[src/rtl/inst_line_fill_pkg.sv]
// Shared constants and types for the instruction-cache line-fill engine.
package inst_line_fill_pkg;

    localparam int unsigned ADDR_W     = 32;
    localparam int unsigned WORD_W     = 32;
    localparam int unsigned LINE_WORDS = 8;
    localparam int unsigned LINE_W     = WORD_W * LINE_WORDS;

    // A 32-byte line: byte offset is addr[4:0], tag is addr[31:5].
    localparam int unsigned OFFS_W = 5;
    localparam int unsigned TAG_W  = ADDR_W - OFFS_W;
    localparam int unsigned CNT_W  = 3;

    typedef logic [TAG_W-1:0] tag_t;
    typedef logic [CNT_W-1:0] cnt_t;

    typedef enum logic [1:0] {
        ST_IDLE = 2'd0,
        ST_REQ  = 2'd1,
        ST_WAIT = 2'd2,
        ST_DONE = 2'd3
    } state_e;

endpackage

[src/rtl/inst_line_fill.sv]
// Line-fill engine: fetches 8 sequential words over a req/gnt/rvalid bus,
// assembles a 256-bit line, and keeps a one-entry last-line buffer.
module inst_line_fill
    import inst_line_fill_pkg::*;
(
    input  logic              CLK,
    input  logic              RST,
    input  logic              req,
    input  logic [ADDR_W-1:0] req_addr,
    input  logic              flush,
    output logic [LINE_W-1:0] line_data,
    output logic              line_valid,
    output logic              busy,
    output logic              bus_req,
    output logic [ADDR_W-1:0] bus_addr,
    input  logic              bus_gnt,
    input  logic              bus_rvalid,
    input  logic [WORD_W-1:0] bus_rdata
);

    state_e            state_q, state_d;
    cnt_t              cnt_q, cnt_d;
    tag_t              tag_q, tag_d;
    logic [LINE_W-1:0] line_q, line_d;
    logic              buf_valid_q, buf_valid_d;
    tag_t              buf_tag_q, buf_tag_d;
    logic              miss_q, miss_d;
    logic              flush_seen_q, flush_seen_d;

    // Byte offset within the line is irrelevant to a line request.
    logic unused_offs;
    assign unused_offs = ^req_addr[OFFS_W-1:0];

    // State register and datapath flops; synchronous reset clears everything.
    always_ff @(posedge CLK) begin
        if (RST) begin
            state_q      <= ST_IDLE;
            cnt_q        <= '0;
            tag_q        <= '0;
            line_q       <= '0;
            buf_valid_q  <= 1'b0;
            buf_tag_q    <= '0;
            miss_q       <= 1'b0;
            flush_seen_q <= 1'b0;
        end else begin
            state_q      <= state_d;
            cnt_q        <= cnt_d;
            tag_q        <= tag_d;
            line_q       <= line_d;
            buf_valid_q  <= buf_valid_d;
            buf_tag_q    <= buf_tag_d;
            miss_q       <= miss_d;
            flush_seen_q <= flush_seen_d;
        end
    end

    // Next-state logic, word assembly and last-line buffer update.
    always_comb begin
        state_d      = state_q;
        cnt_d        = cnt_q;
        tag_d        = tag_q;
        line_d       = line_q;
        buf_valid_d  = buf_valid_q;
        buf_tag_d    = buf_tag_q;
        miss_d       = miss_q;
        flush_seen_d = flush_seen_q;

        unique case (state_q)
            ST_IDLE: begin
                if (req) begin
                    tag_d = req_addr[ADDR_W-1:OFFS_W];
                    if (!flush && buf_valid_q &&
                        (req_addr[ADDR_W-1:OFFS_W] == buf_tag_q)) begin
                        miss_d  = 1'b0;
                        state_d = ST_DONE;
                    end else begin
                        cnt_d        = '0;
                        miss_d       = 1'b1;
                        flush_seen_d = flush;
                        state_d      = ST_REQ;
                    end
                end
            end
            ST_REQ: begin
                if (bus_gnt) begin
                    state_d = ST_WAIT;
                end
            end
            ST_WAIT: begin
                if (bus_rvalid) begin
                    for (int unsigned k = 0; k < LINE_WORDS; k++) begin
                        if (cnt_q == CNT_W'(k)) begin
                            line_d[k*WORD_W +: WORD_W] = bus_rdata;
                        end
                    end
                    if (cnt_q == CNT_W'(LINE_WORDS - 1)) begin
                        state_d = ST_DONE;
                    end else begin
                        cnt_d   = cnt_q + 1'b1;
                        state_d = ST_REQ;
                    end
                end
            end
            ST_DONE: begin
                if (miss_q && !flush_seen_q) begin
                    buf_tag_d   = tag_q;
                    buf_valid_d = 1'b1;
                end
                state_d = ST_IDLE;
            end
            default: state_d = ST_IDLE;
        endcase

        // A flush anywhere during a fill taints the line for buffering.
        if (flush && ((state_q == ST_REQ) || (state_q == ST_WAIT))) begin
            flush_seen_d = 1'b1;
        end
        // Flush overrides any buffer update made above, including in DONE.
        if (flush) begin
            buf_valid_d = 1'b0;
        end
    end

    // Outputs decoded from state; bus_addr is driven only while requesting.
    always_comb begin
        line_data  = line_q;
        line_valid = (state_q == ST_DONE);
        busy       = (state_q != ST_IDLE);
        bus_req    = (state_q == ST_REQ);
        bus_addr   = '0;
        if (state_q == ST_REQ) begin
            bus_addr = {tag_q, cnt_q, 2'b00};
        end
    end

endmodule

[config.mk]
export PLATFORM = sky130hd
export DESIGN_NAME = inst_line_fill
export DESIGN_NICKNAME = d
export VERILOG_FILES = /design/src/rtl/inst_line_fill_pkg.sv /design/src/rtl/inst_line_fill.sv
export SDC_FILE = /design/constraint.sdc
export NUM_CORES = 1
export LEC_CHECK = 0
export BUFFER_PORTS_ARGS = -buffer_cell sky130_fd_sc_hd__buf_2
export CORE_ASPECT_RATIO = 0.9
export CORE_MARGIN = 8
export CORE_UTILIZATION = 30
export DETAILED_ROUTE_END_ITERATION = 8
export PLACE_DENSITY_LB_ADDON = 0.2
export SLEW_MARGIN = 20
export SYNTH_ARGS = -nofsm -noshare
export SYNTH_HDL_FRONTEND = slang
export SYNTH_SLANG_ARGS = --single-unit
[constraint.sdc]
create_clock -name CLK -period 1.94 [get_ports CLK]
set_input_delay 0.097 -clock CLK [delete_from_list [all_inputs] [get_ports CLK]]
set_output_delay 0.097 -clock CLK [all_outputs]
set_load 0.005 [all_outputs]
Yosys cells after proc, flatten, opt, wreduce, memory -nomap -nowiden:

Cells that the tools add are included.

* bits in registers: 318
* latch bits: 0
* memory bits (writable): 0
* bits in read-only memories: 0
* input bits: 70
* output and inout port bits: 291
* word-level logic and storage cells: 77
* memories: 0

* add/subtract/negate cells: 1
* multiply operators: 0
* div/mod/pow operators: 0
* $lt $le $gt $ge: 0
* eq/ne operators: 17
* shifts and indexed selects: 0
* muxes and demuxes: 17
* bitwise operators: 0
* reductions and logical operators: 27

Operators by type and width (count)
* 2-to-1 mux 32 bit: 1
* AND reduction 3 bit: 10
* equality test 27 bit: 1
* equality test 3 bit, second input constant: 4
* 2-to-1 mux 3 bit: 4
* 2-to-1 mux 2 bit: 5
* inequality test 2 bit, second input constant: 4
* one-hot mux 2 bit (4 select lines): 1
* nonzero test 2 bit: 4
* equality test 3 x 2 -> 1 bit, second input constant: 2
* one-hot mux 3 bit (2 select lines): 1
* 2-to-1 mux 1 bit: 5
* AND reduction 5 bit: 1
* equality test 2 bit, second input constant: 2
* logical AND 1 bit: 4
* inequality test 2 x 1 -> 1 bit, second input constant: 2
* AND reduction 2 bit: 2
* adder 3 x 1 -> 3 bit, second input constant: 1
* equality test 3 x 1 -> 1 bit, second input constant: 1
* logical NOT 3 bit: 1
* equality test 2 x 1 -> 1 bit, second input constant: 1
* logical NOT 1 bit: 2
* logical NOT 2 bit: 1
* OR reduction 2 bit: 1
* logical OR 1 bit: 1

Logic depth before layout (Yosys ltp):

* depth after elaboration: 7
* gate-level depth with buffers: 9
* depth with buffers taken out: 7

Worst setup path before layout:

Ideal clock, no wire load.

* kind: reg-to-reg
* start: register state_q[0]
* end: register line_q[32] (netlist: line_data[32])
* setup time: 70 ps
* arrival: 1569 ps
* data required time: 1870 ps
* setup slack: 300 ps
* cell stages (with the launch flop): 10
* path buffers: 2
* clock period less this slack: 1640 ps
* path through: dfxtp_1 -> inv_1 -> ha_1 -> buf_2 -> and2_1 -> and2_1 -> nand2_2 -> buf_2 -> nand2_1 -> a21oi_1

* word-level cells in the longest chain between the ends: 2

RTL lines
* start: declaration: line inst_line_fill.sv:21 `state_e state_q, state_d;`
* start signal: assignment: line inst_line_fill.sv:46 `state_q <= state_d;`
* equality test 2 bit: line inst_line_fill.sv:68 `unique case (state_q)`
* AND reduction 3 bit (no source line)
* end signal: assignment: line inst_line_fill.sv:49 `line_q <= line_d;`
* end: declaration: line inst_line_fill.sv:24 `logic [LINE_W-1:0] line_q, line_d;`

No other way between the ends.
A chain may end at the register's enable or synchronous reset.

Worst setup path in the final report:

* start: register state_q[1]
* end: output bus_addr[28]

* word-level cells in the longest chain between the ends: 2

RTL lines
* equality test 2 x 1 -> 1 bit: line inst_line_fill.sv:131 `if (state_q == ST_REQ) begin`
* 2-to-1 mux 32 bit: line inst_line_fill.sv:131
* end: declaration: line inst_line_fill.sv:15 `output logic [ADDR_W-1:0] bus_addr,`

No other way between the ends.

==> metrics.txt <==
CTS root buffer clkbuf_16; worst setup margin 116 ps; final worst-path cycle share 0.940; Die W 227 um; met2 wire length 20,300 um; largest net degree at the start of global routing 103; GPL Wtd Cong 0.757; RSZ-0062 raised after global routing false; design area 16,100 um2; Top FF cell, synth dfxtp_1; Initial DRC Count 823; Top Ports 361; P per Cell Area 968 nW/um2; Total Routing Usage GR 0.182; MaxCap Viol Count 0; Bufs on Longest Clock Path 3; port bufs 353; via-per-instance ratio 4.60; Hold Path Origin RST; Fin. Hold Viols 0; Synth Instances 1,530; peak supply drop 0.672 mV; Routed Antenna Nets 0; clk slew on worst S/H paths 60 ps; floorplan row count 69; most frequent cell after synthesis nand2_1; Worst R2R Setup Slack 170 ps; Crit Path Max Fanout 29; final std cells w/o fill 2,445; critical path type reg2out; Seq/Total Area, Yosys 0.532; clock latency on the worst-skew pair 520 ps; run status finished clean; CTS tree done; Placed Area 14,300 um2; Reg2Reg Launch Point state_q[0]; Area Overhead vs Synth 34.9%; vias in the first global route 10,645; CTS Buf Count 36; DP Worst Slack 193 ps; setup tns final 0 ps; Reg area 6370 um2; CP startpoint state_q[1]; Worst Skew 19.1 ps; Async S/R FF share, synth 0; most area-hungry cell type in the Yosys netlist dfxtp_1; initial antenna violation count 0; synth cell count leaders 629 x nand2_1, 318 x dfxtp_1, 311 x a21oi_1; Synth Register Bits 318; DP Wirelength 30,400 um; grt total ovfl 0; crit path capture type output pin; DRC Markers 0; die height 205 um; Slew HR 0.510; filler instances 4,094; CTS HTree Levels 2; Inserted Diodes 0; Avg WL per Cell 18.1 um; DRT Pass-1 Iters 5; leakage 6.62 nW; first-pass GRT wire length 65,700 um; Met1 Routed Length 19,900 um; die area 46,500 um2; final max-slew violation count 0; routed vias 11,247; footprint of the multi-input gates 4900 um2; Routed WL 44,300 um; Synth cell types 34; layout cells sized above 1 0.249; share of the synthesized area in the top cell type 0.532; final setup vio count 0; Required @ worst endpoint 1840 ps; WL met3 3070 um; Initial Util 0.303; fmax 548 MHz; # placed instances 2,322; Crit path arrival time 1730 ps; worst slew pin tran 734 ps; core footprint 39,500 um2; highest routed metal layer met4; Post-synth EDFFs 0; fin nets 1,969; # clock sinks 318; postcts setup bufs 0; top post-synthesis cells by area dfxtp_1 53%, nand2_1 20%, a21oi_1 13%; crit path launch type flop; average instance area after synthesis 7.82 um2; Ys Warns 0; Min Hold Slack 71.5 ps; Hold WC Path Type in2reg; Synth Cell Area 12,000 um2; min Tclk post-route 1820 ps
-- where the power goes --
| part | leakage (nW) | switching, W | internal (W) |
|---|---|---|---|
| Combinational | 3.46 | 0.00110 | 0.000699 |
| Clock | 0.588 | 0.00274 | 0.00420 |
| Sequential | 2.57 | 0.000138 | 0.00674 |
-- metal layers --
metal / vias up / global-route usage
li1: 5588 / -
met3: 58 / 0.0413
met1: 5251 / 0.241
met5: - / 0
met4: 0 / 0.0498
met2: 350 / 0.294
-- final timing paths --
check,depth (start not counted),to
hold / removal,2,tag_q[8]
setup reg to reg,9,line_data[196]
hold reg to reg,2,line_data[128]
setup / recovery,5,bus_addr[28]
-- repair_timing --
action                                 CTS  global route
resized for setup                        1             3
cloned                                   0             0
hold buffers                            60             0
endpoints found under the hold margin  285             0
setup endpoints to repair                5            17
-- registers in the layout, indices dropped and copies added (netlist names) --
name          cells
cnt_q             3
state_q           2
miss_q            1
line_data       256
buf_valid_q       1
flush_seen_q      1
tag_q            27
buf_tag_q        27
-- kinds of logic (layout without fill, tap and decap cells) --
family	Yosys count	in the layout	share of synthesized area
muxes	3	3	0.00251
DFF	318	318	0.532
AOI/OAI and AO/OA	321	321	0.138
adders and majority gates	11	11	0.0115
other	1	2	0.000313
and+or+nand+nor	702	702	0.235
buffers and inverters	147	529	0.0611
xor gates and xnor gates	27	27	0.0198
-- cell usage in the layout (no fill, tap or decap), types with 11 or more instances in the layout --
cell	n
nand2_1	625
buf_2	352
dfxtp_1	317
a21oi_1	311
dlygate4sd3_1	60
clkbuf_16	37
and2_1	31
xnor2_1	27
buf_4	23
buf_12	20
ha_1	11
-- worst max-delay path, stage by stage, from the launching register on --
cell and delay (ps):
dfxtp_2 340, inv_1 110, ha_1 230, buf_8 210, and2_1 190, buf_2 130
-- metrics by stage --
stage / util / total power, W
after global routing: 0.409 / 0.0163
after floorplan: - / 0.00803
after global placement: 0.363 / 0.00871
final: 0.409 / 0.0156
after CTS: 0.409 / 0.0159
after detailed placement: 0.363 / 0.00874
-- cell type report --
type                    instances  area share
clock inverters                14      0.0114
well taps                     532      0.0412
clock buffers                  49      0.0626
inverters                       8     0.00186
flip-flops and latches        318       0.395
multi-input cells            1066       0.304
repair buffers                458       0.184
(Power assumes the default switching activity.)
